<file path="config.mk">
export PLATFORM = sky130hd
export DESIGN_NAME = serial_add32_ctrl
export DESIGN_NICKNAME = d
export VERILOG_FILES = /design/src/rtl/serial_add32_ctrl.sv
export SDC_FILE = /design/constraint.sdc
export NUM_CORES = 1
export LEC_CHECK = 0
export ABC_AREA = 0
export CORE_UTILIZATION = 47
export CTS_CLUSTER_DIAMETER = 120
export DETAILED_ROUTE_END_ITERATION = 7
export PLACE_DENSITY = 0.8
export SYNTH_ARGS = -nofsm -noshare
export SYNTH_HDL_FRONTEND = slang
export SYNTH_SLANG_ARGS = --single-unit
</file>
<file path="constraint.sdc">
create_clock -name clk_i -period 1.54 [get_ports clk_i]
set_clock_uncertainty 0.2 [all_clocks]
set_input_delay 0.154 -clock clk_i [delete_from_list [all_inputs] [get_ports clk_i]]
set_output_delay 0.154 -clock clk_i [all_outputs]
set_load 0.03 [all_outputs]
</file>
<file path="src/rtl/serial_add32_ctrl.sv">
// serial_add32_ctrl: 32-bit add/sub built from one 4-bit carry-lookahead slice.
// Processes one nibble per cycle, LSB first, chaining the carry through cr_q.
module serial_add32_ctrl #(
    parameter int WIDTH = 32
) (
    input  logic             clk_i,
    input  logic             reset_n_i,
    input  logic             start_i,
    input  logic             op_sub_i,
    input  logic [WIDTH-1:0] a_i,
    input  logic [WIDTH-1:0] b_i,
    output logic             busy_o,
    output logic             done_o,
    output logic [WIDTH-1:0] result_o,
    output logic             co_o,
    output logic             ov_o
);
    localparam int N  = WIDTH / 4;
    localparam int CW = (N > 1) ? $clog2(N) : 1;

    typedef enum logic [1:0] {IDLE, CALC, DONE} state_t;

    state_t           state_q;
    logic [WIDTH-1:0] a_q, b_q, r_q, result_q;
    logic [CW-1:0]    cnt_q;
    logic             cr_q, busy_q, done_q, co_q, ov_q;

    logic [3:0]       g, p, sum;
    logic             c1, c2, c3, c4;
    logic [WIDTH-1:0] r_d;

    assign g   = a_q[3:0] & b_q[3:0];
    assign p   = a_q[3:0] ^ b_q[3:0];
    assign c1  = g[0] | (p[0] & cr_q);
    assign c2  = g[1] | (p[1] & g[0]) | (p[1] & p[0] & cr_q);
    assign c3  = g[2] | (p[2] & g[1]) | (p[2] & p[1] & g[0]) | (p[2] & p[1] & p[0] & cr_q);
    assign c4  = g[3] | (p[3] & g[2]) | (p[3] & p[2] & g[1]) | (p[3] & p[2] & p[1] & g[0])
               | (p[3] & p[2] & p[1] & p[0] & cr_q);
    assign sum = p ^ {c3, c2, c1, cr_q};
    // New nibble enters at the top so nibble 0 lands at bit 0 after N shifts.
    assign r_d = {sum, r_q[WIDTH-1:4]};

    always_ff @(posedge clk_i) begin
        if (!reset_n_i) begin
            state_q  <= IDLE;
            busy_q   <= 1'b0;
            done_q   <= 1'b0;
            result_q <= '0;
            co_q     <= 1'b0;
            ov_q     <= 1'b0;
            cnt_q    <= '0;
            cr_q     <= 1'b0;
            a_q      <= '0;
            b_q      <= '0;
            r_q      <= '0;
        end else begin
            case (state_q)
                IDLE: begin
                    done_q <= 1'b0;
                    if (start_i) begin
                        a_q     <= a_i;
                        b_q     <= op_sub_i ? ~b_i : b_i;
                        cr_q    <= op_sub_i;
                        cnt_q   <= '0;
                        busy_q  <= 1'b1;
                        state_q <= CALC;
                    end
                end
                CALC: begin
                    a_q   <= a_q >> 4;
                    b_q   <= b_q >> 4;
                    r_q   <= r_d;
                    cr_q  <= c4;
                    cnt_q <= cnt_q + 1'b1;
                    if (cnt_q == CW'(N - 1)) begin
                        result_q <= r_d;
                        co_q     <= c4;
                        ov_q     <= c3 ^ c4;
                        busy_q   <= 1'b0;
                        done_q   <= 1'b1;
                        state_q  <= DONE;
                    end
                end
                DONE: begin
                    done_q  <= 1'b0;
                    state_q <= IDLE;
                end
                default: state_q <= IDLE;
            endcase
        end
    end

    assign busy_o   = busy_q;
    assign done_o   = done_q;
    assign result_o = result_q;
    assign co_o     = co_q;
    assign ov_o     = ov_q;
endmodule

</file>
Word level (Yosys, flattened, before mapping)
Index checks and enable logic that the tools add are counted.
{"block": "word_totals", "n_memories": 0, "regBits": 138, "input_bits": 68, "latch_bits": 0, "ramBits": 0, "elab_cells": 74, "mem_bits_ro": 0}
{"block": "classes", "div": 0, "n_eq_ne": 5, "order_cmp": 0, "multipliers": 0, "shift": 0, "add_sub_neg": 1, "n_mux": 17, "bitwise": 31, "reduce_logical": 9}
{"operator": "$pmux W32 S2", "n": 2}
{"operator": "$mux W32", "n": 3}
{"operator": "$not A32 Y32", "n": 1}
{"operator": "$and A1 B1 Y1", "n": 16}
{"operator": "$or A1 B1 Y1", "n": 10}
{"operator": "$reduce_and A2 Y1", "n": 4}
{"operator": "$xor A4 B4 Y4", "n": 2}
{"operator": "$pmux W1 S2", "n": 3}
{"operator": "$pmux W3 S2", "n": 1}
{"operator": "$and A4 B4 Y4", "n": 1}
{"operator": "$mux W1", "n": 4}
{"operator": "$mux W2", "n": 2}
{"operator": "$ne A2 B2 Y1 const B", "n": 2}
{"operator": "$pmux W2 S2", "n": 1}
{"operator": "$reduce_bool A2 Y1", "n": 2}
{"operator": "$add A3 B1 Y3 const B", "n": 1}
{"operator": "$eq A3 B3 Y1 const B", "n": 1}
{"operator": "$mux W3", "n": 1}
{"operator": "$reduce_and A3 Y1", "n": 1}
{"operator": "$eq A2 B1 Y1 const B", "n": 1}
{"operator": "$eq A2 B2 Y1 const B", "n": 1}
{"operator": "$logic_not A2 Y1", "n": 1}
{"operator": "$reduce_or A2 Y1", "n": 1}
{"operator": "$xor A1 B1 Y1", "n": 1}

Longest topological paths before layout
Gate-level depths: netlist of the first run.
{"block": "depth", "ltp_word": 7, "depth_mapped": 7}

Worst setup path before layout of the first run
No wires, ideal clock.
{"block": "synth_path", "path_type": "flip-flop to flip-flop", "from": "register a_q[0]", "to": "register cr_q", "period_less_slack_ns": 1.669, "t_arrival_ns": 1.336, "setup_ns": 0.133, "path_slack_ns": -0.129, "n_path_buf": 0, "stages_incl_launch_ff": 6, "cell_sequence": "dfxtp_1 -> ha_1 -> a211oi_1 -> o21bai_1 -> a21oi_1 -> a21oi_1"}
{"block": "synth_between", "elab_chain_cells": 5, "word_cells_on_any_way": 8, "cone_classes": "mux (1); bitwise (7)"}
{"element": "start: declaration", "line": "24", "rtl": "logic [WIDTH-1:0] a_q, b_q, r_q, result_q;"}
{"element": "start signal: assignment", "line": "61", "rtl": "a_q <= a_i;"}
{"element": "start signal: assignment", "line": "70", "rtl": "a_q <= a_q >> 4;"}
{"element": "$and A4 B4 Y4 / $xor A4 B4 Y4 (equally long branches)", "line": "32, 33"}
{"element": "$and A1 B1 Y1 (on tied branches)", "line": "37, 38"}
{"element": "$or A1 B1 Y1 / $and A1 B1 Y1 (equally long branches)", "line": "37, 38"}
{"element": "$or A1 B1 Y1 *", "line": "38", "rtl": "| (p[3] & p[2] & p[1] & p[0] & cr_q);"}
{"element": "$pmux W1 S2 *", "line": "57", "rtl": "case (state_q)"}
{"element": "end signal: assignment", "line": "63", "rtl": "cr_q <= op_sub_i;"}
{"element": "end: declaration", "line": "26", "rtl": "logic cr_q, busy_q, done_q, co_q, ov_q;"}
Mark *: on every way between the ends. The rest lies on a longest branch, timed or not.
A chain may end at the register's enable or synchronous reset.

Worst setup path after layout of the first run
{"block": "layout_path", "from": "register b_q[0]", "to": "register r_q[31]"}
{"block": "layout_between", "elab_chain_cells": 5, "word_cells_on_any_way": 8, "cone_classes": "bitwise (8)"}
{"element": "start: declaration", "line": "24"}
{"element": "start signal: assignment", "line": "62", "rtl": "b_q <= op_sub_i ? ~b_i : b_i;"}
{"element": "start signal: assignment", "line": "71", "rtl": "b_q <= b_q >> 4;"}
{"element": "$and A4 B4 Y4 / $xor A4 B4 Y4 (equally long branches)", "line": "32, 33"}
{"element": "$and A1 B1 Y1", "line": "36", "rtl": "assign c3 = g[2] | (p[2] & g[1]) | (p[2] & p[1] & g[0]) | (p[2] & p[1] & p[0] & cr_q);"}
{"element": "$or A1 B1 Y1 / $and A1 B1 Y1 (equally long branches)", "line": "36"}
{"element": "$or A1 B1 Y1 *", "line": "36"}
{"element": "$xor A4 B4 Y4 *", "line": "39", "rtl": "assign sum = p ^ {c3, c2, c1, cr_q};"}
{"element": "end signal: assignment", "line": "72", "rtl": "r_q <= r_d;"}
{"element": "end: declaration", "line": "24"}
Marked as above.

==> results of run 1 <==
per-stage QoR:
| step | total power, W | setup TNS [ps] |
|---|---|---|
| finish | 0.00951 | -496 |
| global route | 0.00983 | -2190 |
| CTS | 0.00948 | -285 |
| global placement | 0.00479 | -6280 |
| detailed placement | 0.00483 | -11680 |
| floorplan | 0.00439 | -5.93 |
cells in the final DEF, fill, tap and decap left out, drive strengths merged:
master,n
a211oi,33
a21boi,56
a21o,1
a21oi,5
a221oi,1
a22oi,6
and2,1
and3,1
buf,47
bufbuf,1
bufinv,6
clkbuf,21
clkdlybuf4s15,10
clkdlybuf4s50,65
clkinv,4
clkinvlp,3
dfxtp,134
dlygate4sd2,25
dlygate4sd3,1
fa,1
ha,6
inv,4
mux2i,1
nand2,175
nand2b,2
nand3,32
nand4b,2
nor2,35
nor2b,9
o211a,31
o21ai,32
o21bai,1
o22a,1
o311ai,2
o31ai,2
xnor2,33
layer usage:
layer,wire (um),global-route usage,up-vias
met3,904,0.0599,30
met4,353,0.0862,0
li1,-,-,2478
met1,5850,0.260,2458
met2,7560,0.407,192
met5,0,0,-
cells by family (layout without fill, tap and decap cells):
logic type / count (synthesis) / in the layout
XOR/XNOR: 33 / 33
buffers and inverters: 59 / 187
multiplexers: 1 / 1
AND/OR/NAND/NOR: 257 / 257
flip-flops: 134 / 134
AO/OA/AOI/OAI: 171 / 171
adder cells (fa/ha/maj): 7 / 7
worst max-delay path by stage:
stage	cells past startpoint	to	start
floorplan	4	r_q[31]	a_q[0]
global placement	6	b_q[0]	start_i
detailed placement	4	r_q[31]	a_q[0]
CTS	4	r_q[31]	b_q[0]
global route	5	r_q[31]	b_q[0]
finish	5	r_q[31]	b_q[0]
area by class of cell:
class | count | area, um2
Fill cell | 820 | 3440
Multi-Input combinational cell | 469 | 3030
Sequential cell | 134 | 2700
Timing Repair Buffer | 151 | 1570
Clock buffer | 19 | 453
Clock inverter | 13 | 226
Tap cell | 143 | 179
Inverter | 4 | 15.0
worst reg2reg max path, stage by stage, from the launching register on:
cell and delay, ps:
dfxtp_2 340, ha_4 250, a211oi_4 280, o21bai_4 140, nand4b_1 180, o311ai_2 160
report_power, final:
| part | switching (W) | leakage [nW] | total, W | internal, W |
|---|---|---|---|---|
| Clock | 0.00147 | 0.325 | 0.00459 | 0.00311 |
| Sequential | 0.000114 | 1.10 | 0.00376 | 0.00365 |
| Combinational | 0.000557 | 2.10 | 0.00116 | 0.000607 |
| Total | 0.00214 | 3.52 | 0.00951 | 0.00737 |
state kept, by name, summed over array words and instances, names as in the netlist:
signal    flops
cnt_q         3
result_o     32
state_q       2
a_q          32
b_q          32
done_o        1
co_o          1
busy_o        1
ov_o          1
cr_q          1
r_q          28
timing repair:
| item | CTS | global route |
|---|---|---|
| pin swaps | 12 | 25 |
| gates resized for setup | 74 | 69 |
| setup buffers | 3 | 3 |
| gates cloned | 4 | 1 |
| hold buffers | 1 | 0 |
| setup endpoints to repair | 115 | 91 |
| hold endpoints to repair | 21 | 0 |
==> parameters.txt, run 1 <==
Parameter                              Value

GRT
  Maximum number of pins on one net before global-route repair ... 34
  Antenna violations before repair ... 0
  GRT Total Usage ... 0.228
  GR Overflow Total ... 0
  Global-route wire length before repair ... 22,700 um
  Vias in the first global route ... 4,927

Critical path
  Kind of cell adding the most delay to the critical path ... compound AO/OA/AOI/OAI gates
  Flop-to-flop setup slack ... -140 ps
  RR Endpoint ... r_q[31]
  Slowest stage cell on the critical path ... dfxtp_2
  Worst-path fanout max ... 6
  Cell count of the worst reg-to-reg path ... 5
  Maximum cell stage delay along the critical path ... 340 ps
  FF-to-FF Start ... b_q[0]
  Worst Setup Start Kind ... flop
  Critical path buffer and inverter count ... 0
  Worst Setup Path Type ... flop to flop
  Signal arrival time at the worst endpoint ... 1750 ps
  List of cells traversed by the critical path ... ha_4, a211oi_4, o21bai_4, nand4b_1, o311ai_2
  CP required ... 1610 ps
  Sort of element at the end of the critical path ... flop

Floorplan
  Starting Density ... 0.489
  Vertical die dimension ... 112 um
  Top-level I/O count ... 104
  Die Area ... 0.0125 mm2
  Rows ... 39
  Overall die width ... 112 um
  Floorplan Core Area ... 0.0116 mm2

Synthesis
  Mux share of post-synthesis cell area ... 0.00176
  Xor and xnor fraction of the mapped netlist area ... 0.0509
  Sequential cell area fraction in the yosys report ... 0.472
  Yosys top cell area share ... 0.472
  Most common cell in the synthesized netlist ... nand2_1
  Main synth FF type ... dfxtp_1
  Synthesized-area fraction occupied by and/or/nand/nor cells ... 0.184
  Area of the mapped netlist ... 0.00568 mm2
  Count of mapped cells out of synthesis ... 662
  Mean instance size in the synthesized netlist ... 8.58 um2
  Post-synth EDFFs ... 0
  Synthesized-area fraction occupied by adder cells ... 0.0167
  Post-Synthesis Net Count ... 737
  Yosys warning count ... 0
  Leading post-synthesis cells by instance count ... 175 x nand2_1, 134 x dfxtp_1, 35 x nor2_1
  Compound-cell area share of the yosys netlist ... 0.224
  Number of flip-flops and latches in the synthesized netlist ... 134
  Largest family of logic cells by synthesized area ... compound AO/OA/AOI/OAI gates
  Synth cell types ... 32
  FFs w/ async S/R, synth ... 0
  Dominant cells by area after synthesis ... dfxtp_1 47%, nand2_1 12%, o211a_1 5.5%, xnor2_1 5.1%, a211oi_1 4.4%
  Most area-hungry cell type in the Yosys netlist ... dfxtp_1

Placed design
  Pre-CTS setup slack ... -255 ps
  Placed instance area ... 0.00703 mm2
  IO buf count ... 103
  DPL Wire Length ... 8950 um
  GPL Wtd Cong ... 0.790
  Cell count after placement ... 890

Finish
  Total non-filler cell area in the finished layout ... 0.00817 mm2
  Number of diodes ... 0
  Growth of design area from synthesis to finish ... 43.9%
  Net count, final ... 852
  Share of the core filled with cells ... 0.704
  Count of non-filler cells in the finished layout ... 933
  Share of layout cells above drive strength 1 ... 0.182

Routing
  Number of vias per cell ... 5.53
  Drt first-iter violations ... 389
  Via count ... 5,158
  Total Routed Length ... 14,700 um
  DR WL/cell ... 15.7 um
  Remaining antenna violation count after routing ... 0
  DR DRC count ... 6
  Number of search-and-repair iterations in the first detailed-routing pass ... 8

Pwr
  VDD IR max ... 0.000743 V
  Power density of the placed cells ... 1160 mW/mm2
  Leakage dissipation ... 3.52 nW

Min path
  Worst hold path endpoint ... b_q[24]
  Class of the worst hold path ... input port to flop
  Min-delay src ... op_sub_i
  Hold Crit Depth ... 4

Clock tree
  Clk pin slew, worst setup/hold paths ... 60 ps
  Total CTS buffers ... 17
  Clock sink total ... 134
  # H-tree levels ... 4
  Clock root buffer ... clkbuf_16
  Maximum clock path buffer count ... 2
  Clock latency on the worst-skew pair ... 410 ps
  CTS tree ... yes

STA
  Final critical-path required period ... 1680 ps
  Final Max Slew Viols ... 0
  Worst slew margin relative to its limit ... 0.761
  Actual slew at the worst max-slew pin ... 355 ps
  Smallest setup slack after layout ... -144 ps
  Final hold violation count ... 0
  Setup-failing EPs final ... 16
  Peak Freq ... 594 MHz
  Share of the cycle needed by the critical path after routing ... 1.09
  Unrepaired setup endpoints after global routing ... true
  Final worst hold slack ... 110 ps

Outcome
  Outcome ... complete, but fails checks
  Violated checks ... design-rule violations, negative setup slack

Flow run
  Max-cap check violation count ... 0
(Power assumes the default switching activity.)
==> run 2: changes to the inputs <==
CELL_PAD_IN_SITES_DETAIL_PLACEMENT = 1   (was unset)
CELL_PAD_IN_SITES_GLOBAL_PLACEMENT = 1   (was unset)
CORE_UTILIZATION = 35   (was 47)
PLACE_DENSITY = 0.79   (was 0.8)
==> parameters.txt, run 2 (synthesis results as in run 1) <==
Parameter                              Value

Outcome
  Outcome ... complete, but fails checks (unchanged)
  Violated checks ... negative setup slack (was design-rule violations, negative setup slack)

Clock tree
  Clock sink total ... 134 (unchanged)
  Total CTS buffers ... 17 (unchanged)
  # H-tree levels ... 4 (unchanged)
  Maximum clock path buffer count ... 2 (unchanged)
  Clk pin slew, worst setup/hold paths ... 60 ps (about the same)
  CTS tree ... yes (unchanged)
  Clock latency on the worst-skew pair ... 430 ps (was 410 ps)
  Clock root buffer ... clkbuf_16 (unchanged)

Pwr
  Leakage dissipation ... 3.42 nW (was 3.52 nW)
  VDD IR max ... 0.000822 V (was 0.000743 V)
  Power density of the placed cells ... 1060 mW/mm2 (was 1160 mW/mm2)

GRT
  Maximum number of pins on one net before global-route repair ... 40 (was 34)
  Antenna violations before repair ... 0 (unchanged)
  Vias in the first global route ... 5,307 (was 4,927)
  GRT Total Usage ... 0.200 (was 0.228)
  Global-route wire length before repair ... 26,000 um (was 22,700 um)
  GR Overflow Total ... 0 (unchanged)

Floorplan
  Floorplan Core Area ... 0.0159 mm2 (was 0.0116 mm2)
  Vertical die dimension ... 129 um (was 112 um)
  Die Area ... 0.0167 mm2 (was 0.0125 mm2)
  Top-level I/O count ... 104 (unchanged)
  Starting Density ... 0.358 (was 0.489)
  Rows ... 46 (was 39)
  Overall die width ... 129 um (was 112 um)

Finish
  Number of diodes ... 0 (unchanged)
  Net count, final ... 864 (was 852)
  Leading cell type in the layout, fill and taps excluded ... nand2_1 (unchanged)
  Growth of design area from synthesis to finish ... 46.6% (was 43.9%)
  Commonest cells after routing, fill and taps aside ... 165 x nand2_1, 127 x dfxtp_1, 65 x clkdlybuf4s50_1, 32 x xnor2_1, 32 x nor2_1 (was 158 x nand2_1, 124 x dfxtp_1, 65 x clkdlybuf4s50_1)
  Share of layout cells above drive strength 1 ... 0.186 (was 0.182)
  Total non-filler cell area in the finished layout ... 0.00833 mm2 (was 0.00817 mm2)

Routing
  Drt first-iter violations ... 329 (was 389)
  DR DRC count ... 0 (was 6)
  Number of vias per cell ... 5.12 (was 5.53)
  Number of search-and-repair iterations in the first detailed-routing pass ... 4 (was 8)
  Remaining antenna violation count after routing ... 0 (unchanged)
  DR WL/cell ... 17.9 um (was 15.7 um)
  Total Routed Length ... 18,200 um (was 14,700 um)
  Via count ... 5,200 (was 5,158)

STA
  Peak Freq ... 607 MHz (was 594 MHz)
  Total negative slack ... -899 ps (was -496 ps)
  Final worst hold slack ... 195 ps (was 110 ps)
  Share of the cycle needed by the critical path after routing ... 1.07 (was 1.09)
  Actual slew at the worst max-slew pin ... 910 ps (was 355 ps)
  Unrepaired setup endpoints after global routing ... true (unchanged)
  Final Max Slew Viols ... 0 (unchanged)
  Worst slew margin relative to its limit ... 0.394 (was 0.761)
  Final critical-path required period ... 1650 ps (was 1680 ps)
  Smallest setup slack after layout ... -107 ps (was -144 ps)
  Final hold violation count ... 0 (unchanged)
  Setup-failing EPs final ... 22 (was 16)

Critical path
  Sort of element at the end of the critical path ... flop (unchanged)
  CP required ... 1660 ps (was 1610 ps)
  Worst Setup Start Kind ... flop (unchanged)
  Worst Setup Path Type ... flop to flop (unchanged)
  Slowest stage cell on the critical path ... dfxtp_4 (was dfxtp_2)
  Critical path buffer and inverter count ... 0 (unchanged)
  List of cells traversed by the critical path ... ha_4, a211oi_4, o21bai_4, o311ai_1 (was ha_4, a211oi_4, o21bai_4, nand4b_1, o311ai_2)
  Maximum cell stage delay along the critical path ... 360 ps (was 340 ps)
  Worst-path fanout max ... 6 (unchanged)
  Signal arrival time at the worst endpoint ... 1770 ps (was 1750 ps)
  Kind of cell adding the most delay to the critical path ... compound AO/OA/AOI/OAI gates (unchanged)

Flow run
  Max-cap check violation count ... 0 (unchanged)

Placed design
  IO buf count ... 103 (unchanged)
  GPL Wtd Cong ... 0.773 (was 0.790)
  DPL Wire Length ... 10,900 um (was 8950 um)
  Placed instance area ... 0.00709 mm2 (was 0.00703 mm2)

Min path
  Class of the worst hold path ... input port to flop (unchanged)
==> run 2: repair_timing <==
| item | 4_1_cts | 5_1_grt |
|---|---|---|
| cloned | 1 | 12 |
| gates resized for setup | 78 | 87 |
| setup endpoints to repair | 148 | 109 |
| endpoints found under the hold margin | 9 | 0 |
| pin swaps | 3 | 28 |
| buffers inserted | 4 | 4 |
| hold buffers | 1 | 0 |
==> run 2: cell type report <==
type,count,area [um2]
flip-flops and latches,134,2700
multi-input cells,469,3020
fillers,1809,7560
clock inverters,5,50.0
well taps,216,270
inverters,4,15.0
clock buffers,24,482
repair buffers,163,1800
==> run 2: path summary, 6_finish.rpt <==
path	depth (start not counted)	slack, ps	to	start
worst min register to register	2	250	result_o[11]	result_o[11]
worst max register to register	4	-110	result_o[31]	a_q[0]
worst max-delay path	4	-110	result_o[31]	a_q[0]
worst min-delay path	3	200	b_q[31]	b_i[31]
==> run 2: report_power, final <==
group / internal (W) / switching, W
logic: 0.000667 / 0.000621
clock network: 0.00231 / 0.00144
registers: 0.00364 / 0.000119
==> run 2: per-layer routing <==
metal | wire, um | GRT usage
met1 | 7360 | 0.229
met2 | 9780 | 0.360
met3 | 603 | 0.0487
met4 | 441 | 0.0706
met5 | 0 | 0
==> run 2: worst reg2reg max path: stages (launching register included) <==
cell and delay (ps):
dfxtp_4 360, ha_4 230, a211oi_4 280, o21bai_4 150, o311ai_1 330
==> run 2: metrics by stage <==
step | instances | utilization | setup WS [ps] | total power, W
after global routing | 1015 | 0.524 | -162 | 0.00913
after floorplan | 662 | - | -2.96 | 0.00439
after global placement | 965 | 0.446 | -158 | 0.00479
final | 1015 | 0.524 | -107 | 0.00879
after detailed placement | 965 | 0.446 | -233 | 0.00485
after CTS | 1000 | 0.491 | -91.9 | 0.00863
